--- config.mk ---
export PLATFORM = sky130hd
export DESIGN_NAME = sprite_engine
export DESIGN_NICKNAME = d
export VERILOG_FILES = /design/src/rtl/sprite_engine.sv
export SDC_FILE = /design/constraint.sdc
export NUM_CORES = 1
export LEC_CHECK = 0
export CAP_MARGIN = 20
export CELL_PAD_IN_SITES_DETAIL_PLACEMENT = 2
export CELL_PAD_IN_SITES_GLOBAL_PLACEMENT = 2
export CORE_MARGIN = 4
export CORE_UTILIZATION = 36
export DETAILED_ROUTE_END_ITERATION = 6
export HOLD_SLACK_MARGIN = 0.08
export PLACE_DENSITY_LB_ADDON = 0.05
export SLEW_MARGIN = 30
export SYNTH_ARGS = -nofsm -noshare
export SYNTH_HDL_FRONTEND = slang
export SYNTH_SLANG_ARGS = --single-unit
--- constraint.sdc ---
create_clock -name clk -period 4.1 [get_ports clk]
set_clock_uncertainty 0.2 [all_clocks]
set_input_delay 0.82 -clock clk [delete_from_list [all_inputs] [get_ports clk]]
set_output_delay 0.82 -clock clk [all_outputs]
set_load 0.05 [all_outputs]
--- src/rtl/sprite_engine.sv ---
// sprite_engine: N-channel sprite pixel engine.
//   Holds per-sprite X/Y/CTRL/colour-key registers (shadow copy written by the CPU,
//   active copy loaded at frame start), generates per-sprite ROM addresses for the
//   current pixel, composes opaque sprite pixels over a background colour (index 0
//   has highest priority) and records sticky sprite-to-sprite collisions.
// Ports:
//   clk, rst_n               clock, asynchronous active-low reset
//   MW_i, address_i, data_i  register write port; rd_data_o is the registered read
//   frame_start_i            copies shadow sprite registers into the active set
//   pixel_valid_i, x/y_pos_i current pixel
//   mem_address_o            per-sprite ROM address (sprite k at slice k)
//   mem_data_i               per-sprite ROM data, one cycle after mem_address_o
//   RGB_o, rgb_valid_o       composed pixel, 3 cycles after the pixel input
module sprite_engine #(
    parameter int unsigned NUM_SPRITES = 4,
    parameter int unsigned SPRITE_W    = 32,
    parameter int unsigned SPRITE_H    = 32,
    parameter int unsigned COORD_W     = 11,
    parameter int unsigned MEM_AW      = $clog2(SPRITE_W * SPRITE_H),
    parameter int unsigned SEL_W       = (NUM_SPRITES > 1) ? $clog2(NUM_SPRITES) : 1
) (
    input  logic                          clk,
    input  logic                          rst_n,
    input  logic                          MW_i,
    input  logic [SEL_W+2:0]              address_i,
    input  logic [31:0]                   data_i,
    output logic [31:0]                   rd_data_o,
    input  logic                          frame_start_i,
    input  logic                          pixel_valid_i,
    input  logic [COORD_W-1:0]            x_pos_i,
    input  logic [COORD_W-1:0]            y_pos_i,
    output logic [NUM_SPRITES*MEM_AW-1:0] mem_address_o,
    input  logic [NUM_SPRITES*24-1:0]     mem_data_i,
    output logic [23:0]                   RGB_o,
    output logic                          rgb_valid_o
);

    // One extra bit so that X + SPRITE_W never wraps around the screen edge.
    localparam int unsigned CW1 = COORD_W + 1;

    // Register file
    logic [NUM_SPRITES-1:0][COORD_W-1:0] sh_x_q, sh_x_d, sh_y_q, sh_y_d;
    logic [NUM_SPRITES-1:0][COORD_W-1:0] act_x_q, act_y_q;
    logic [NUM_SPRITES-1:0][2:0]         sh_ctrl_q, sh_ctrl_d, act_ctrl_q;
    logic [NUM_SPRITES-1:0][23:0]        sh_key_q, sh_key_d, act_key_q;
    logic [23:0]                         bg_q, bg_d;
    logic [NUM_SPRITES-1:0]              coll_q, coll_d, coll_clr, coll_set;
    logic [31:0]                         rd_d;

    logic             addr_page;
    logic [SEL_W-1:0] addr_sel;
    logic [1:0]       addr_reg;
    logic             sel_ok;

    // Pipeline
    logic [CW1-1:0]                         px, py;
    logic [NUM_SPRITES-1:0]                 hit_s0, hit_s1_q, hit_s2_q;
    logic [NUM_SPRITES-1:0][MEM_AW-1:0]     addr_s0, addr_s1_q;
    logic [NUM_SPRITES-1:0][23:0]           key_s1_q, key_s2_q;
    logic                                   valid_s1_q, valid_s2_q;
    logic [NUM_SPRITES-1:0]                 opaque;
    logic                                   multi;
    logic [23:0]                            pix;

    assign addr_page = address_i[SEL_W+2];
    assign addr_sel  = address_i[SEL_W+1:2];
    assign addr_reg  = address_i[1:0];

    // Select field may encode indices with no sprite behind them.
    if ((2 ** SEL_W) > NUM_SPRITES) begin : g_sel_chk
        assign sel_ok = (32'(addr_sel) < NUM_SPRITES);
    end else begin : g_sel_all
        assign sel_ok = 1'b1;
    end

    // ---------------------------------------------------------------- register writes
    always_comb begin
        sh_x_d    = sh_x_q;
        sh_y_d    = sh_y_q;
        sh_ctrl_d = sh_ctrl_q;
        sh_key_d  = sh_key_q;
        bg_d      = bg_q;
        coll_clr  = '0;
        if (MW_i) begin
            if (!addr_page) begin
                if (sel_ok) begin
                    case (addr_reg)
                        2'd0:    sh_x_d[addr_sel]    = data_i[COORD_W-1:0];
                        2'd1:    sh_y_d[addr_sel]    = data_i[COORD_W-1:0];
                        2'd2:    sh_ctrl_d[addr_sel] = data_i[2:0];
                        default: sh_key_d[addr_sel]  = data_i[23:0];
                    endcase
                end
            end else begin
                case (addr_reg)
                    2'd0:    bg_d     = data_i[23:0];
                    2'd1:    coll_clr = data_i[NUM_SPRITES-1:0];
                    default: ;
                endcase
            end
        end
    end

    // Set beats clear when both hit the same bit in one cycle.
    assign coll_d = (coll_q & ~coll_clr) | coll_set;

    // Read mux looks at next-state values so a write is visible on the following cycle.
    always_comb begin
        rd_d = '0;
        if (!addr_page) begin
            if (sel_ok) begin
                case (addr_reg)
                    2'd0:    rd_d[COORD_W-1:0] = sh_x_d[addr_sel];
                    2'd1:    rd_d[COORD_W-1:0] = sh_y_d[addr_sel];
                    2'd2:    rd_d[2:0]         = sh_ctrl_d[addr_sel];
                    default: rd_d[23:0]        = sh_key_d[addr_sel];
                endcase
            end
        end else begin
            case (addr_reg)
                2'd0:    rd_d[23:0]            = bg_d;
                2'd1:    rd_d[NUM_SPRITES-1:0] = coll_d;
                default: ;
            endcase
        end
    end

    always_ff @(posedge clk or negedge rst_n) begin
        if (!rst_n) begin
            sh_x_q     <= '0;
            sh_y_q     <= '0;
            sh_ctrl_q  <= '0;
            sh_key_q   <= '0;
            act_x_q    <= '0;
            act_y_q    <= '0;
            act_ctrl_q <= '0;
            act_key_q  <= '0;
            bg_q       <= '0;
            coll_q     <= '0;
            rd_data_o  <= '0;
        end else begin
            sh_x_q    <= sh_x_d;
            sh_y_q    <= sh_y_d;
            sh_ctrl_q <= sh_ctrl_d;
            sh_key_q  <= sh_key_d;
            bg_q      <= bg_d;
            coll_q    <= coll_d;
            rd_data_o <= rd_d;
            // Loading from next-state lets a write in the frame-start cycle land in both.
            if (frame_start_i) begin
                act_x_q    <= sh_x_d;
                act_y_q    <= sh_y_d;
                act_ctrl_q <= sh_ctrl_d;
                act_key_q  <= sh_key_d;
            end
        end
    end

    // ---------------------------------------------------------------- stage 0: hit test
    assign px = {1'b0, x_pos_i};
    assign py = {1'b0, y_pos_i};

    for (genvar k = 0; k < NUM_SPRITES; k++) begin : g_spr
        logic [CW1-1:0] sx, sy, dx, dy, ox, oy;
        logic           in_x, in_y;

        assign sx   = {1'b0, act_x_q[k]};
        assign sy   = {1'b0, act_y_q[k]};
        assign dx   = px - sx;
        assign dy   = py - sy;
        assign in_x = (px >= sx) && (px < sx + CW1'(SPRITE_W));
        assign in_y = (py >= sy) && (py < sy + CW1'(SPRITE_H));
        assign ox   = act_ctrl_q[k][1] ? CW1'(SPRITE_W - 1) - dx : dx;
        assign oy   = act_ctrl_q[k][2] ? CW1'(SPRITE_H - 1) - dy : dy;

        assign hit_s0[k]  = act_ctrl_q[k][0] && in_x && in_y;
        assign addr_s0[k] = hit_s0[k] ? MEM_AW'(oy) * MEM_AW'(SPRITE_W) + MEM_AW'(ox) : '0;
    end

    // ---------------------------------------------------------------- stage 3: compose
    always_comb begin
        opaque = '0;
        for (int k = 0; k < int'(NUM_SPRITES); k++) begin
            opaque[k] = hit_s2_q[k] && (mem_data_i[k*24 +: 24] != key_s2_q[k]);
        end
    end

    // Descending scan so the lowest opaque index is the last assignment.
    always_comb begin
        pix = bg_q;
        for (int k = int'(NUM_SPRITES) - 1; k >= 0; k--) begin
            if (opaque[k]) pix = mem_data_i[k*24 +: 24];
        end
    end

    // More than one bit set <=> clearing the lowest set bit leaves something.
    assign multi    = |(opaque & (opaque - NUM_SPRITES'(1)));
    assign coll_set = (valid_s2_q && multi) ? opaque : '0;

    assign mem_address_o = addr_s1_q;

    always_ff @(posedge clk or negedge rst_n) begin
        if (!rst_n) begin
            addr_s1_q   <= '0;
            hit_s1_q    <= '0;
            key_s1_q    <= '0;
            valid_s1_q  <= 1'b0;
            hit_s2_q    <= '0;
            key_s2_q    <= '0;
            valid_s2_q  <= 1'b0;
            RGB_o       <= '0;
            rgb_valid_o <= 1'b0;
        end else begin
            addr_s1_q   <= addr_s0;
            hit_s1_q    <= hit_s0;
            key_s1_q    <= act_key_q;
            valid_s1_q  <= pixel_valid_i;
            hit_s2_q    <= hit_s1_q;
            key_s2_q    <= key_s1_q;
            valid_s2_q  <= valid_s1_q;
            rgb_valid_o <= valid_s2_q;
            if (valid_s2_q) RGB_o <= pix;
        end
    end

endmodule
# Yosys cells after proc, flatten, opt, wreduce, memory -nomap -nowiden
# Index checks and enable logic that the tools add are counted.
# word_totals
register_bits,711
out_inout_bits,97
wordCells,194
# classes
n_addsub,29
n_lt_le_gt_ge,18
eq_ne,6
muxes,59
bitwise_logic,4
n_reduce_logical,25
# op_table
cell,count
$mux W96,3
$mux W44,6
$mux W24,10
$add A11 B6 Y12 const B,8
$bwmux W96,1
$lt A11 B12 Y1,8
$ne A24 B24 Y1,4
$bwmux W44,2
$ge A11 B11 Y1,8
$mux W10,8
$bmux W24 S2,1
$demux W24 S2,1
$bmux W11 S2,2
$add A10 B10 Y10,4
$sub A10 B10 Y10,4
$sub A5 B10 Y10 const A,4
$mux W12,3
$mux W11,3
$pmux W8 S3,1
$demux W11 S2,1
$logic_and A1 B1 Y1,22
$mux W20,1
$mux W5,4
$sub A5 B5 Y5,4
20 further kinds,28

# Logic depth before layout (Yosys ltp)
# logic_depth
word_depth,12
depth_mapped,21

# Worst setup path after synthesis
# Ideal clock, no wire load.
# synth_timing
kind,input-to-reg
startpoint,in x_pos_i[0]
endpoint,reg addr_s1_q (netlist bit mem_address_o[9])
setup_ps,77
arrival_time_ps,4398
required_ps,3823
setup_slack_ps,-576
stages,21
n_path_buf,0
cell_sequence,inv_1 -> ha_1 -> fa_1 -> nand2b_1 -> a21oi_1 -> a21o_1 -> a21o_1 -> xor2_1 -> inv_1 -> ha_1 -> nand2_1 -> o21ai_0 -> inv_1 -> fa_1 -> nor2b_1 -> o21ai_0 -> and3_1 -> o21a_1 -> o22a_1 -> or3_1 -> a21oi_1
# synth_lines
element,line_no,source
start: declaration,30,"input logic [COORD_W-1:0] x_pos_i,"
end signal: assignment,214,addr_s1_q <= addr_s0;
end: declaration,58,"logic [NUM_SPRITES-1:0][MEM_AW-1:0] addr_s0, addr_s1_q;"

==> flow_metrics.py <==
metrics = {
    "status": {
        "status": "finished, violations left",
        "violations": "negative setup slack",
    },
    "layout": {
        "drive_gt1_share_pct": 22.71,
        "areaGrowthSynthToFinish_pct": 28.25,
        "nFillCells": 9502,
        "final_net_count": 3858,
        "multi_input_area_sq_um": 15190,
        "regArea_sq_um": 17800,
        "antenna_cells": 0,
    },
    "timing": {
        "setup_viol": 2,
        "setup_slack_ps": -145.4,
        "drv_slew": 0,
        "fmax_mhz": 235.5,
        "period_share_pct": 103.5,
        "hold_viol_final": 0,
        "rsz0062_at_grt": "yes",
        "post-route-min-period_ps": 4245,
        "timing.slew.headroom_pct": 37.10,
        "holdWs_ps": 140.9,
        "worst_slew_pin_slew_ps": 940.5,
    },
    "global_routing": {
        "grtUsageTotal_pct": 26.44,
        "grt_pass1_vias": 29545,
        "antenna_found_initial": 11,
        "gr-total-overflow": 0,
        "grt_max_degree": 123,
        "grt_pass1_wl_mm": 196.9,
    },
    "run": {
        "drv_cap": 0,
    },
    "power": {
        "p_leak_nw": 20.49,
        "peakVddDrop_v": 0.0002777,
        "finalPower_w": 0.02439,
        "p_per_area_nw_per_um2": 557.7,
    },
    "logic_synthesis": {
        "synth_area_sq_um": 34100,
        "async_flop_share_pct": 100.0,
        "avgSynthCellArea_sq_um": 11.40,
        "synth_cells": 2991,
        "synth_edf_count": 0,
        "yosys_most_used_dff": "dfrtp_1",
        "synth_cell_types": 81,
        "yosys_warnings": 0,
        "ys_ff_latch": 711,
        "ys_seq_area_share_pct": 52.17,
    },
    "placement": {
        "place.gp.congestion": 0.8787,
        "port_buffers": 240,
        "hpwl_mm": 98.69,
    },
    "cts": {
        "clockBufferDepth": 3,
        "root_buffer": "clkbuf_16",
        "clk_latency_ps": 650,
        "path_clk_slew_ps": 60,
        "cts_tree": "done",
        "cts_num_sinks": 711,
        "cts_buffers": 84,
        "cts-htree-levels": 3,
    },
    "floorplan": {
        "die_h_microns": 315.8,
        "die_w_microns": 315.8,
        "start_util_pct": 36.43,
        "rows": 112,
        "io_pins": 257,
        "coreArea_sq_um": 93610,
        "die_area_sq_um": 99710,
    },
    "setup_path": {
        "cp.required_ps": 4480,
        "endpoint_kind": "register",
        "crit_fanout": 2,
        "reg2reg_depth": 20,
        "start_kind": "register",
        "path_class": "register to register",
        "arrival_ps": 4620,
    },
    "drt": {
        "via_count": 25506,
        "totalWireLength_mm": 131.8,
        "first_iter_violations": 1280,
        "firstDrtPassIters": 5,
        "viasPerCell": 5.271,
        "ant_nets": 0,
        "wl_per_cell_microns": 27.23,
        "drc_errors": 0,
    },
    "min_path": {
        "hold_depth": 0,
        "min_path_type": "register to register",
    },
}
worst max-delay path, cell delays in order, from the launching register on:
cell and delay, ps:
dfrtp_2 450, ha_4 180, fa_2 340, nand2b_4 160, a21oi_4 130, a21o_1 140, a21o_1 140, xor2_2 160
inv_1 70, ha_1 270, nand2_1 60, o21ai_2 100, inv_2 60, fa_2 390, nor2b_4 130, o21ai_2 70
and3_4 180, o21a_1 190, o22a_1 180, or3_1 390, a21oi_2 160
cells in the mapped netlist, types with 20 or more instances:
cell type  count  area (sq um)
mux2_2       156          1757
o21ai_0      128         640.6
nor2_1       186         698.2
o22ai_1       35         219.0
nand2b_1      44         275.3
xor2_1       116          1016
a21oi_1      202          1011
nand2_1      148         555.5
clkbuf_1     104         390.4
mux4_2        36         810.8
nor3_1        44         220.2
o21a_1        20         150.1
xnor2_1      108         945.9
dfrtp_1      711         17790
inv_1        229         859.6
nor2b_1       20         125.1
buf_2         23         115.1
nand3_1       48         240.2
mux2i_1      127          1271
a21o_1        34         255.2
ha_1         164          2052
a211o_1       31         271.5
nor4_1        23         143.9
repair_timing:
| item | CTS | global route |
|---|---|---|
| endpoints found under the setup margin | 4 | 4 |
| hold endpoints to repair | 46 | 0 |
| buffers inserted | 9 | 10 |
| pin swaps | 22 | 30 |
| resized for setup | 47 | 49 |
| hold buffers | 1 | 0 |
where the power goes:
| group | total, W | internal [W] | switching, W |
|---|---|---|---|
| sequential | 0.00882 | 0.00815 | 0.000669 |
| combinational | 0.00760 | 0.00341 | 0.00418 |
| clock | 0.00798 | 0.00481 | 0.00317 |
routing by layer:
layer / GRT usage, % / part of all wire, %
met5: 0 / 0.078
met4: 8.858 / 3.8
met3: 3.611 / 3.1
met2: 48.22 / 52
met1: 32.15 / 41
registers in the layout, summed over array words and instances, names as in the netlist:
register       count
RGB_o             24
act_ctrl_q        12
act_key_q         96
act_x_q           44
act_y_q           44
bg_q              24
coll_q             4
hit_s1_q           4
hit_s2_q           4
key_s1_q          96
key_s2_q          96
mem_address_o     40
rd_data_o         24
rgb_valid_o        1
sh_ctrl_q         12
sh_key_q          96
sh_x_q            44
sh_y_q            44
valid_s1_q         1
valid_s2_q         1
path summary, 6_finish.rpt:
kind | from | to | slack (ps)
max in group asynchronous | rst_n | sh_y_q[21] | 2060
setup / recovery | act_x_q[0] | mem_address_o[9] | -150
min in group asynchronous | rst_n | valid_s2_q | 610
hold reg to reg | key_s1_q[7] | key_s2_q[7] | 140
hold / removal | key_s1_q[7] | key_s2_q[7] | 140
setup reg to reg | act_x_q[0] | mem_address_o[9] | -150
cells by family (layout without fill, tap and decap cells):
group / after synthesis / in the layout / synth area share (%)
flip-flops: 711 / 711 / 52.17
AND/OR/NAND/NOR: 584 / 584 / 8.270
AO/OA/AOI/OAI: 577 / 577 / 10.52
buffers and inverters: 387 / 974 / 4.792
multiplexers: 328 / 328 / 11.56
XOR/XNOR: 227 / 227 / 5.951
adder cells (fa/ha/maj): 176 / 176 / 6.722
other: 1 / 8 / 0.01100
area by class of cell:
type | count | area share [%]
multi-input combinational | 1900 | 34.73
sequential | 711 | 40.69
clock inverter | 30 | 1.067
clock buffer | 119 | 5.687
timing repair buffer | 596 | 12.25
tap | 1254 | 3.588
inverter | 229 | 1.988
layout by cell type (no fill, tap or decap), types with 35 or more instances in the layout:
master | synthesis | layout
clkdlybuf4s50_1 | 0 | 229
o21ai_0 | 128 | 120
nor3_1 | 44 | 41
nand2b_1 | 44 | 42
mux2i_1 | 127 | 127
nor2_1 | 186 | 181
a21oi_1 | 202 | 195
ha_1 | 164 | 153
nand3_1 | 48 | 48
dfrtp_1 | 711 | 708
xor2_1 | 116 | 113
inv_1 | 229 | 223
buf_4 | 19 | 329
clkbuf_16 | 0 | 87
nand2_1 | 148 | 144
mux4_2 | 36 | 36
mux2_2 | 156 | 156
xnor2_1 | 108 | 102
o22ai_1 | 35 | 35
per-stage QoR:
| step | setup WS, ps | utilization [%] | TNS (ps) | area [sq um] | instances |
|---|---|---|---|---|---|
| 6_report | -145.4 | 46.72 | -155.9 | 43730 | 4839 |
| 5_1_grt | -318.8 | 46.72 | -572.4 | 43730 | 4839 |
| 4_1_cts | -137.0 | 46.41 | -170.9 | 43440 | 4829 |
| 3_5_place_dp | -1244 | 42.99 | -13960 | 40240 | 4670 |
| 3_3_place_gp | -1041 | 42.99 | -10080 | 40240 | 4670 |
| 2_1_floorplan | -229.4 | - | -442.5 | 34220 | 2998 |
Power figures use the tool's default switching activity.
